--- src/rtl/ahb_cfg_pkg.sv ---
// rtl/ahb_cfg_pkg.sv - shared types, AHB encodings and alignment check for ahb_cfg_arbiter
package ahb_cfg_pkg;

  typedef enum logic [1:0] {
    S_IDLE = 2'd0,
    S_ADDR = 2'd1,
    S_DATA = 2'd2,
    S_RESP = 2'd3
  } state_t;

  localparam logic [1:0] HTRANS_IDLE   = 2'b00;
  localparam logic [1:0] HTRANS_NONSEQ = 2'b10;

  localparam logic [2:0] HSIZE_BYTE = 3'b000;
  localparam logic [2:0] HSIZE_HALF = 3'b001;
  localparam logic [2:0] HSIZE_WORD = 3'b010;

  // Sizes above a word do not exist on this 32-bit slave and are rejected outright.
  function automatic logic align_ok(input logic [2:0] size, input logic [1:0] addr_lsb);
    case (size)
      HSIZE_BYTE: return 1'b1;
      HSIZE_HALF: return ~addr_lsb[0];
      HSIZE_WORD: return (addr_lsb == 2'b00);
      default:    return 1'b0;
    endcase
  endfunction

endpackage

--- src/rtl/ahb_cfg_arbiter_if.sv ---
// rtl/ahb_cfg_arbiter_if.sv - requester command ports and AHB-Lite master bus bundle
interface ahb_cfg_arbiter_if #(
  parameter int AW = 4,
  parameter int DW = 32
);
  logic          req0, req1;
  logic          wr0, wr1;
  logic [2:0]    size0, size1;
  logic [AW-1:0] addr0, addr1;
  logic [DW-1:0] wdata0, wdata1;
  logic          ack0, ack1;
  logic          err0, err1;
  logic [DW-1:0] rdata0, rdata1;

  logic          HSEL;
  logic [1:0]    HTRANS;
  logic [2:0]    HSIZE;
  logic          HWRITE;
  logic [AW-1:0] HADDR;
  logic [DW-1:0] HWDATA;
  logic          HREADY;
  logic          HREADYOUT;
  logic          HRESP;
  logic [DW-1:0] HRDATA;
  logic          busy;

  modport master (
    input  req0, req1, wr0, wr1, size0, size1, addr0, addr1, wdata0, wdata1,
    output ack0, ack1, err0, err1, rdata0, rdata1,
    output HSEL, HTRANS, HSIZE, HWRITE, HADDR, HWDATA, HREADY, busy,
    input  HREADYOUT, HRESP, HRDATA
  );

  modport slave (
    output req0, req1, wr0, wr1, size0, size1, addr0, addr1, wdata0, wdata1,
    input  ack0, ack1, err0, err1, rdata0, rdata1,
    input  HSEL, HTRANS, HSIZE, HWRITE, HADDR, HWDATA, HREADY, busy,
    output HREADYOUT, HRESP, HRDATA
  );

endinterface

--- src/rtl/ahb_cfg_arbiter_rr_arb2.sv ---
// rtl/ahb_cfg_arbiter_rr_arb2.sv - two-way round-robin arbiter with one-hot grant
module rr_arb2 (
  input  logic       clk,
  input  logic       rst,
  input  logic [1:0] req_i,
  input  logic       update_i,
  output logic [1:0] grant_o
);

  logic last_grant_q, last_grant_d;

  always_comb begin
    grant_o = req_i;
    if (req_i == 2'b11) begin
      grant_o = last_grant_q ? 2'b01 : 2'b10;
    end
    last_grant_d = last_grant_q;
    if (update_i && (|req_i)) begin
      last_grant_d = grant_o[1];
    end
  end

  // Reset value 1 makes requester 0 win the first tie.
  always_ff @(posedge clk or posedge rst) begin
    if (rst) begin
      last_grant_q <= 1'b1;
    end else begin
      last_grant_q <= last_grant_d;
    end
  end

endmodule

--- src/rtl/ahb_cfg_arbiter.sv ---
// rtl/ahb_cfg_arbiter.sv - two-client round-robin AHB-Lite master for the config register slave
module ahb_cfg_arbiter
  import ahb_cfg_pkg::*;
#(
  parameter int AW = 4,
  parameter int DW = 32
) (
  input  logic               HCLK,
  input  logic               HRESET,
  ahb_cfg_arbiter_if.master  bus
);

  state_t        state_q;
  logic [1:0]    gnt_q;
  logic          wr_q;
  logic [DW-1:0] wdata_q;
  logic          err_acc_q;
  logic          hsel_q, hwrite_q;
  logic [1:0]    htrans_q;
  logic [2:0]    hsize_q;
  logic [AW-1:0] haddr_q;
  logic [DW-1:0] hwdata_q;
  logic [1:0]    ack_q, err_q;
  logic [DW-1:0] rdata0_q, rdata1_q;

  logic [1:0]    req, grant;
  logic          sel_wr;
  logic [2:0]    sel_size;
  logic [AW-1:0] sel_addr;
  logic [DW-1:0] sel_wdata;

  assign req = {bus.req1, bus.req0};

  rr_arb2 u_arb (
    .clk      (HCLK),
    .rst      (HRESET),
    .req_i    (req),
    .update_i (state_q == S_IDLE),
    .grant_o  (grant)
  );

  assign sel_wr    = grant[1] ? bus.wr1    : bus.wr0;
  assign sel_size  = grant[1] ? bus.size1  : bus.size0;
  assign sel_addr  = grant[1] ? bus.addr1  : bus.addr0;
  assign sel_wdata = grant[1] ? bus.wdata1 : bus.wdata0;

  always_ff @(posedge HCLK or posedge HRESET) begin
    if (HRESET) begin
      state_q   <= S_IDLE;
      gnt_q     <= 2'b00;
      wr_q      <= 1'b0;
      wdata_q   <= '0;
      err_acc_q <= 1'b0;
      hsel_q    <= 1'b0;
      htrans_q  <= HTRANS_IDLE;
      hsize_q   <= 3'b000;
      hwrite_q  <= 1'b0;
      haddr_q   <= '0;
      hwdata_q  <= '0;
      ack_q     <= 2'b00;
      err_q     <= 2'b00;
      rdata0_q  <= '0;
      rdata1_q  <= '0;
    end else begin
      case (state_q)
        S_IDLE: begin
          if (|req) begin
            gnt_q   <= grant;
            wr_q    <= sel_wr;
            wdata_q <= sel_wdata;
            if (align_ok(sel_size, sel_addr[1:0])) begin
              state_q  <= S_ADDR;
              hsel_q   <= 1'b1;
              htrans_q <= HTRANS_NONSEQ;
              hsize_q  <= sel_size;
              hwrite_q <= sel_wr;
              haddr_q  <= sel_addr;
            end else begin
              // Rejected commands never touch the bus and complete on the next cycle.
              state_q <= S_RESP;
              ack_q   <= grant;
              err_q   <= grant;
            end
          end
        end
        S_ADDR: begin
          if (bus.HREADYOUT) begin
            state_q  <= S_DATA;
            hsel_q   <= 1'b0;
            htrans_q <= HTRANS_IDLE;
            hwdata_q <= wdata_q;
          end
        end
        S_DATA: begin
          if (bus.HRESP) begin
            err_acc_q <= 1'b1;
          end
          if (bus.HREADYOUT) begin
            state_q <= S_RESP;
            ack_q   <= gnt_q;
            err_q   <= gnt_q & {2{err_acc_q | bus.HRESP}};
            if (!wr_q) begin
              if (gnt_q[0]) rdata0_q <= bus.HRDATA;
              if (gnt_q[1]) rdata1_q <= bus.HRDATA;
            end
          end
        end
        S_RESP: begin
          state_q   <= S_IDLE;
          ack_q     <= 2'b00;
          err_q     <= 2'b00;
          err_acc_q <= 1'b0;
        end
        default: state_q <= S_IDLE;
      endcase
    end
  end

  assign bus.HSEL   = hsel_q;
  assign bus.HTRANS = htrans_q;
  assign bus.HSIZE  = hsize_q;
  assign bus.HWRITE = hwrite_q;
  assign bus.HADDR  = haddr_q;
  assign bus.HWDATA = hwdata_q;
  assign bus.HREADY = bus.HREADYOUT;
  assign bus.ack0   = ack_q[0];
  assign bus.ack1   = ack_q[1];
  assign bus.err0   = err_q[0];
  assign bus.err1   = err_q[1];
  assign bus.rdata0 = rdata0_q;
  assign bus.rdata1 = rdata1_q;
  assign bus.busy   = (state_q != S_IDLE);

endmodule

--- src/flat_wrapper.sv ---
// flat-port wrapper written by rule: the top's interface ports become plain ports
module ahb_cfg_arbiter_flat import ahb_cfg_pkg::*;
#(
  parameter int AW = 4,
  parameter int DW = 32
)
  (HCLK, HRESET, bus_req0, bus_req1, bus_wr0, bus_wr1, bus_size0, bus_size1, bus_addr0, bus_addr1, bus_wdata0, bus_wdata1, bus_ack0, bus_ack1, bus_err0, bus_err1, bus_rdata0, bus_rdata1, bus_HSEL, bus_HTRANS, bus_HSIZE, bus_HWRITE, bus_HADDR, bus_HWDATA, bus_HREADY, bus_busy, bus_HREADYOUT, bus_HRESP, bus_HRDATA);
  ahb_cfg_arbiter_if #(.AW(AW), .DW(DW)) bus_i ();
  input  logic HCLK;
  input  logic HRESET;
  input wire logic [$bits(bus_i.req0)-1:0] bus_req0;
  input wire logic [$bits(bus_i.req1)-1:0] bus_req1;
  input wire logic [$bits(bus_i.wr0)-1:0] bus_wr0;
  input wire logic [$bits(bus_i.wr1)-1:0] bus_wr1;
  input wire logic [$bits(bus_i.size0)-1:0] bus_size0;
  input wire logic [$bits(bus_i.size1)-1:0] bus_size1;
  input wire logic [$bits(bus_i.addr0)-1:0] bus_addr0;
  input wire logic [$bits(bus_i.addr1)-1:0] bus_addr1;
  input wire logic [$bits(bus_i.wdata0)-1:0] bus_wdata0;
  input wire logic [$bits(bus_i.wdata1)-1:0] bus_wdata1;
  output wire logic [$bits(bus_i.ack0)-1:0] bus_ack0;
  output wire logic [$bits(bus_i.ack1)-1:0] bus_ack1;
  output wire logic [$bits(bus_i.err0)-1:0] bus_err0;
  output wire logic [$bits(bus_i.err1)-1:0] bus_err1;
  output wire logic [$bits(bus_i.rdata0)-1:0] bus_rdata0;
  output wire logic [$bits(bus_i.rdata1)-1:0] bus_rdata1;
  output wire logic [$bits(bus_i.HSEL)-1:0] bus_HSEL;
  output wire logic [$bits(bus_i.HTRANS)-1:0] bus_HTRANS;
  output wire logic [$bits(bus_i.HSIZE)-1:0] bus_HSIZE;
  output wire logic [$bits(bus_i.HWRITE)-1:0] bus_HWRITE;
  output wire logic [$bits(bus_i.HADDR)-1:0] bus_HADDR;
  output wire logic [$bits(bus_i.HWDATA)-1:0] bus_HWDATA;
  output wire logic [$bits(bus_i.HREADY)-1:0] bus_HREADY;
  output wire logic [$bits(bus_i.busy)-1:0] bus_busy;
  input wire logic [$bits(bus_i.HREADYOUT)-1:0] bus_HREADYOUT;
  input wire logic [$bits(bus_i.HRESP)-1:0] bus_HRESP;
  input wire logic [$bits(bus_i.HRDATA)-1:0] bus_HRDATA;
  assign bus_i.req0 = bus_req0;
  assign bus_i.req1 = bus_req1;
  assign bus_i.wr0 = bus_wr0;
  assign bus_i.wr1 = bus_wr1;
  assign bus_i.size0 = bus_size0;
  assign bus_i.size1 = bus_size1;
  assign bus_i.addr0 = bus_addr0;
  assign bus_i.addr1 = bus_addr1;
  assign bus_i.wdata0 = bus_wdata0;
  assign bus_i.wdata1 = bus_wdata1;
  assign bus_ack0 = bus_i.ack0;
  assign bus_ack1 = bus_i.ack1;
  assign bus_err0 = bus_i.err0;
  assign bus_err1 = bus_i.err1;
  assign bus_rdata0 = bus_i.rdata0;
  assign bus_rdata1 = bus_i.rdata1;
  assign bus_HSEL = bus_i.HSEL;
  assign bus_HTRANS = bus_i.HTRANS;
  assign bus_HSIZE = bus_i.HSIZE;
  assign bus_HWRITE = bus_i.HWRITE;
  assign bus_HADDR = bus_i.HADDR;
  assign bus_HWDATA = bus_i.HWDATA;
  assign bus_HREADY = bus_i.HREADY;
  assign bus_busy = bus_i.busy;
  assign bus_i.HREADYOUT = bus_HREADYOUT;
  assign bus_i.HRESP = bus_HRESP;
  assign bus_i.HRDATA = bus_HRDATA;
  ahb_cfg_arbiter #(.AW(AW), .DW(DW)) u_core (.HCLK(HCLK), .HRESET(HRESET), .bus(bus_i));
endmodule
--- config.mk ---
export PLATFORM = sky130hd
export DESIGN_NAME = ahb_cfg_arbiter_flat
export DESIGN_NICKNAME = d
export VERILOG_FILES = /design/src/rtl/ahb_cfg_pkg.sv /design/src/rtl/ahb_cfg_arbiter_if.sv /design/src/rtl/ahb_cfg_arbiter_rr_arb2.sv /design/src/rtl/ahb_cfg_arbiter.sv /design/src/flat_wrapper.sv
export SDC_FILE = /design/constraint.sdc
export NUM_CORES = 1
export LEC_CHECK = 0
export BUFFER_PORTS_ARGS = -buffer_cell sky130_fd_sc_hd__buf_2
export CAP_MARGIN = 40
export CORE_MARGIN = 8
export CORE_UTILIZATION = 45
export DETAILED_ROUTE_END_ITERATION = 16
export PLACE_DENSITY = 0.71
export SLEW_MARGIN = 20
export SYNTH_ARGS = -nofsm -noshare
export SYNTH_HDL_FRONTEND = slang
export SYNTH_SLANG_ARGS = --single-unit
export TNS_END_PERCENT = 100
--- constraint.sdc ---
create_clock -name HCLK -period 12.6 [get_ports HCLK]
set_clock_uncertainty 0.15 [all_clocks]
set_input_delay 2.52 -clock HCLK [delete_from_list [all_inputs] [get_ports HCLK]]
set_output_delay 2.52 -clock HCLK [all_outputs]
set_load 0.01 [all_outputs]
# Yosys cells after proc, flatten, opt, wreduce, memory -nomap -nowiden
# Index checks and enable logic that the tools add are counted.
# op_classes
n_eq_ne,12
mux,30
n_bitwise,4
reduce_logical,18
# ops
cell,n
two-way mux 32 bit,1
two-way mux 2 bit,13
AND reduction 4 bit,4
one-hot mux 2 bit (3 select lines),2
inequality test 2 bit (second input constant),4
one-hot mux 2 bit (4 select lines),1
two-way mux 1 bit,7
== test 2 bit (second input constant),3
AND reduction 2 bit,3
AND reduction 3 bit,2
nonzero test 2 bit,3
zero test 2 bit,2
two-way mux 4 bit,1
inequality test 2 x 1 -> 1 bit (second input constant),2
one-hot mux 1 bit (2 select lines),2
one-hot mux 2 bit (2 select lines),1
== test 3 x 1 -> 1 bit (second input constant),1
== test 3 x 2 -> 1 bit (second input constant),1
zero test 3 bit,1
two-way mux 3 bit,1
one-hot mux 1 bit (3 select lines),1
nonzero test 3 bit,1
AND 2 bit,1
== test 2 x 1 -> 1 bit (second input constant),1
4 further kinds,5
# word_totals
register_bits,150
input_bits,118
output_inout_bits,113
word_cells,80

# Logic depth before layout (Yosys ltp)
# depth
depth_word,10
ltp_mapped,8
depth_no_buf,7

# Hierarchy
# A second synthesis with hierarchy kept.
# hier_totals
hier_cells,466
area_unflattened_um2,6308.6
# modules_own_cells
mod,n_inst,cells_each,area_per_inst_um2,seq_area_each_um2
ahb_cfg_arbiter,1,459,6248.5,3678.5
rr_arb2,1,7,60.1,26.3

# Least setup slack after synthesis
# Ideal clock, no wire load.
# synth_path
kind,input-to-output
from,input bus_HREADYOUT
to,output bus_HREADY
arrival_time_ps,2639
setup_slack_ps,7291
cell_stages,1
path_buffers,1
path_cell_list,buf_4
# synth_rtl
item,line_no,rtl
from (decl),flat_wrapper.sv:35,input wire logic [$bits(bus_i.HREADYOUT)-1:0] bus_HREADYOUT;
to (decl),flat_wrapper.sv:33,output wire logic [$bits(bus_i.HREADY)-1:0] bus_HREADY;
# No word-level cell between the ends.

# Worst setup path in the final report
# layout_path
from,input bus_HREADYOUT
to,output bus_HREADY
# No word-level cell between the ends.

==> results.md <==
Run status
* finished clean — run status

Synthesis
* 0.248 — post-synthesis mux area share
* sky130_fd_sc_hd__dfrtp_1 — most repeated cell in the gate-level netlist after synthesis
* 0 — YS warnings
* 0 — number of flops mapped to enable cells by yosys
* sky130_fd_sc_hd__dfrtp_1, sky130_fd_sc_hd__mux2_2, sky130_fd_sc_hd__nand2_1 — top post-synthesis cells by count
* 0 — xor and xnor area share after synthesis
* sky130_fd_sc_hd__dfrtp_1, sky130_fd_sc_hd__mux2_2, sky130_fd_sc_hd__mux2i_1, sky130_fd_sc_hd__o21ai_1, sky130_fd_sc_hd__nand2_1 — leading cell types by total area after synthesis
* 148 — post-synthesis sequential element count
* 36 — post-synthesis cell type count
* 1.00 — post-synthesis async set-or-reset flop share
* 0.0663 — Compound-Gate Fraction of Synth Area
* 0.606 — fraction of the yosys area taken by sequential cells
* sky130_fd_sc_hd__dfrtp_1 — cell taking the most area after synthesis
* sky130_fd_sc_hd__dfrtp_1 — most used flip-flop cell after synthesis
* 0.0465 — post-synthesis share of cell area spent on and, or, nand and nor gates
* 0.602 — top-area cell type share of the netlist area
* multiplexers — dominant combinational cell family by area after synthesis
* 579 — synthesized netlist net count
* 457 — Post-Syn Instances
* 0.00611 mm2 — total standard cell area after synthesis
* 13.4 um2 — synthesized area per cell
* 0.00819 — Post-Synth Adder-Cell Area

Pwr
* 0.355 — logic gate share of total power
* 0.243 — clock share of power
* 0.00135 W — design internal power
* 0.331 — switching part of the total power
* 252 mW/mm2 — total power density per cell area
* 0.000669 W — switching power of the nets
* 0.403 — sequential share of power
* 92.5 uV — worst IR drop on VDD
* 4.07 nW — P_leak

STA
* 0.745 ns — pin slew with the least headroom to its limit
* 0 — count of final setup violators
* 0 — Hold Vio Cnt, Final
* 182 MHz — achievable frequency
* 5.50 ns — post-layout min period
* 0 — final-report max-slew violation count
* 0 ns — Fin Setup TNS
* 0.502 — max-slew headroom at the worst pin
* 0.436 — Period Utilization, post-route
* false — RSZ-0062 raised after global routing
* 7.10 ns — worst-case setup margin in the final layout

Place
* 0.798 — final weighted congestion in routability-driven placement
* 7.10 ns — dpl ws
* 229 — port bufs
* 842 — number of placed instances with taps included
* 11,100 um — DP HPWL

Global routing
* 69 — largest net degree at the start of global routing
* 0 — global route overflow
* 24,600 um — first-pass GRT wire length
* 0 — initial antenna violation count
* 4,806 — number of global-route vias before repair
* 0.172 — global-route usage over all layers

CTS
* 148 — Clock Sinks
* 4 — H-tree depth
* 17 — number of buffers inserted during clock tree synthesis
* 0 — post-CTS repair timing setup buffer count
* 0 — total of cells resized after clock tree synthesis
* 0.06 ns — clk slew on worst S/H paths
* yes — clock tree from TritonCTS
* sky130_fd_sc_hd__clkbuf_16 — Clock Tree Root
* 0.42 ns — insertion delay to the later sink of the worst-skew pair
* 2 — largest buffer count on any clock path
* 0 — Hold-fix buffers, CTS

Worst setup path
* 5 — CP Max Fanout
* primary input — Critical Path Source Type
* 9.87 ns — reg-to-reg setup timing slack
* 9.93 ns — Crit path required time
* bus_HREADY — end of the critical path
* buffers and inverters — Top Family by Delay on Critical Path
* 2 — critical path depth in cells
* sky130_fd_sc_hd__buf_2 — Most Frequent Cell on Critical Path
* 2 — number of buffers and inverters on the critical path
* u_core.bus.HADDR[1] — r2r endpoint
* in -> out — Worst Setup Path Type
* buf_2, buf_2 — critical path, cell by cell
* u_core.state_q[1] — reg2reg start
* 7 — number of cells traversed by the worst register-to-register path
* output pin — element type at the critical path end
* sky130_fd_sc_hd__buf_2 — Slowest cell on crit path
* bus_HREADYOUT — CP startpoint
* 2.83 ns — critical path data arrival time
* 0.15 ns — delay of the slowest critical-path stage

Floorplanning
* 133 um — die extent in x
* 133 um — die boundary height
* 0.0132 mm2 — area of the placeable core
* 231 — I/O Pins
* 0.0176 mm2 — Die Footprint
* 0.462 — Starting Density
* 42 — Row Count

Final layout
* 0 — Ant. Diodes
* 807 — number of nets at the end of the flow
* 1,072 — Filler cells
* 31.5% — Synth-to-Final Area Change
* 874 — count of placed standard cells in the final layout, fillers left out
* 0.529 — ratio of cells with drive above 1 in the final layout

Route
* 14,700 um — post-detailed-routing wire length
* 4.96 — number of vias per cell
* 16.8 um — average wire per standard cell
* 4,335 — via total after detailed routing
* 4 — number of iterations in the first detailed-routing pass
* 127 — Starting DRT DRC Count
* 0 — final antenna-violating net count
* 0 — DR DRC count

Run
* 0 — maximum capacitance violations

Min path
* reg -> reg — HP Class

[power groups by stage]
stage | Sequential [W] | Combinational (W) | Clock [W]
finish | 0.000814 | 0.000718 | 0.000491
global route | 0.000847 | 0.000794 | 0.000525
CTS | 0.000817 | 0.000735 | 0.000503
detailed placement | 0.000823 | 0.000732 | 0
global placement | 0.000809 | 0.000711 | 0
floorplan | 0.000889 | 0.000366 | 0
[sequential cells by signal (all words and copies together), names as in the netlist]
signal and cells:
u_core.gnt_q 2, u_core.bus.HWRITE 1, u_core.wr_q 1, u_core.state_q 2, u_core.bus.HTRANS 1, u_core.bus.rdata0 32
u_core.bus.rdata1 32, u_core.bus.HADDR 4, u_core.ack_q 2, u_core.bus.HSIZE 3, u_core.bus.HWDATA 32, u_core.err_acc_q 1
u_core.err_q 2, u_core.u_arb.last_grant_q 1, u_core.wdata_q 32
[routing by layer]
| metal | up-vias | track usage | routed length, um | part of all wire |
|---|---|---|---|---|
| li1 | 2064 | - | - | - |
| met2 | 174 | 0.273 | 6820 | 0.46 |
| met3 | 17 | 0.0708 | 1290 | 0.087 |
| met1 | 2080 | 0.205 | 6380 | 0.43 |
| met5 | - | 0 | 0 | 0 |
| met4 | 0 | 0.0644 | 217 | 0.015 |
[worst reg2reg max path, delay by kind of cell (launching register included)]
kind | cells | cell delay (ns)
buf+inv | 2 | 0.47
simple gates | 2 | 0.88
compound gates | 2 | 0.25
flops | 1 | 0.40
fa+ha+maj | 1 | 0.53
[worst min path at each step]
stage / cells after the start / slack [ns] / start / to
final: 2 / 0.33 / u_core.wdata_q[4] / u_core.wdata_q[4]
after global routing: 1 / 0.35 / u_core.ack_q[1] / u_core.ack_q[1]
after CTS: 2 / 0.33 / u_core.wdata_q[21] / u_core.wdata_q[21]
after detailed placement: 2 / 0.32 / u_core.wdata_q[21] / u_core.wdata_q[21]
after global placement: 2 / 0.31 / u_core.wdata_q[21] / u_core.wdata_q[21]
after floorplan: 2 / 0.30 / u_core.wdata_q[21] / u_core.wdata_q[21]
[cell families after synthesis]
group,Yosys count
flops,148
mux,139
compound gates,66
simple gates,66
buf+inv,33
fa+ha+maj,4
other cells,1
[cell type report]
class	count	area (um2)	area share
flip-flops and latches	148	3700	0.461
clock buffers	19	453	0.0564
clock inverters	13	133	0.0165
repair buffers	236	1220	0.152
multi-input cells	276	2280	0.284
well taps	176	220	0.0274
inverters	6	27.5	0.00343
[per-stage QoR]
stage	cell area, um2	hold WS, ns	util	power, W
finish	8040	0.331	0.607	0.00202
global placement	7420	0.311	0.560	0.00152
floorplan	6110	0.296	-	0.00125
global route	8040	0.354	0.607	0.00217
detailed placement	7450	0.320	0.563	0.00156
CTS	8040	0.333	0.607	0.00205
[layout by cell type (no fill, tap or decap), types with 6 or more instances in the layout]
| cell type | synthesis | routed |
|---|---|---|
| sky130_fd_sc_hd__mux2i_1 | 39 | 39 |
| sky130_fd_sc_hd__buf_2 | 4 | 229 |
| sky130_fd_sc_hd__dfrtp_1 | 147 | 147 |
| sky130_fd_sc_hd__a21oi_1 | 13 | 13 |
| sky130_fd_sc_hd__mux2_1 | 7 | 7 |
| sky130_fd_sc_hd__clkbuf_16 | 0 | 17 |
| sky130_fd_sc_hd__o21ai_1 | 32 | 31 |
| sky130_fd_sc_hd__o21ai_0 | 6 | 6 |
| sky130_fd_sc_hd__buf_4 | 5 | 6 |
| sky130_fd_sc_hd__nor2_1 | 18 | 18 |
| sky130_fd_sc_hd__mux2_2 | 93 | 93 |
| sky130_fd_sc_hd__nand2_1 | 40 | 40 |
No activity file was read; power rests on OpenSTA's default activity.
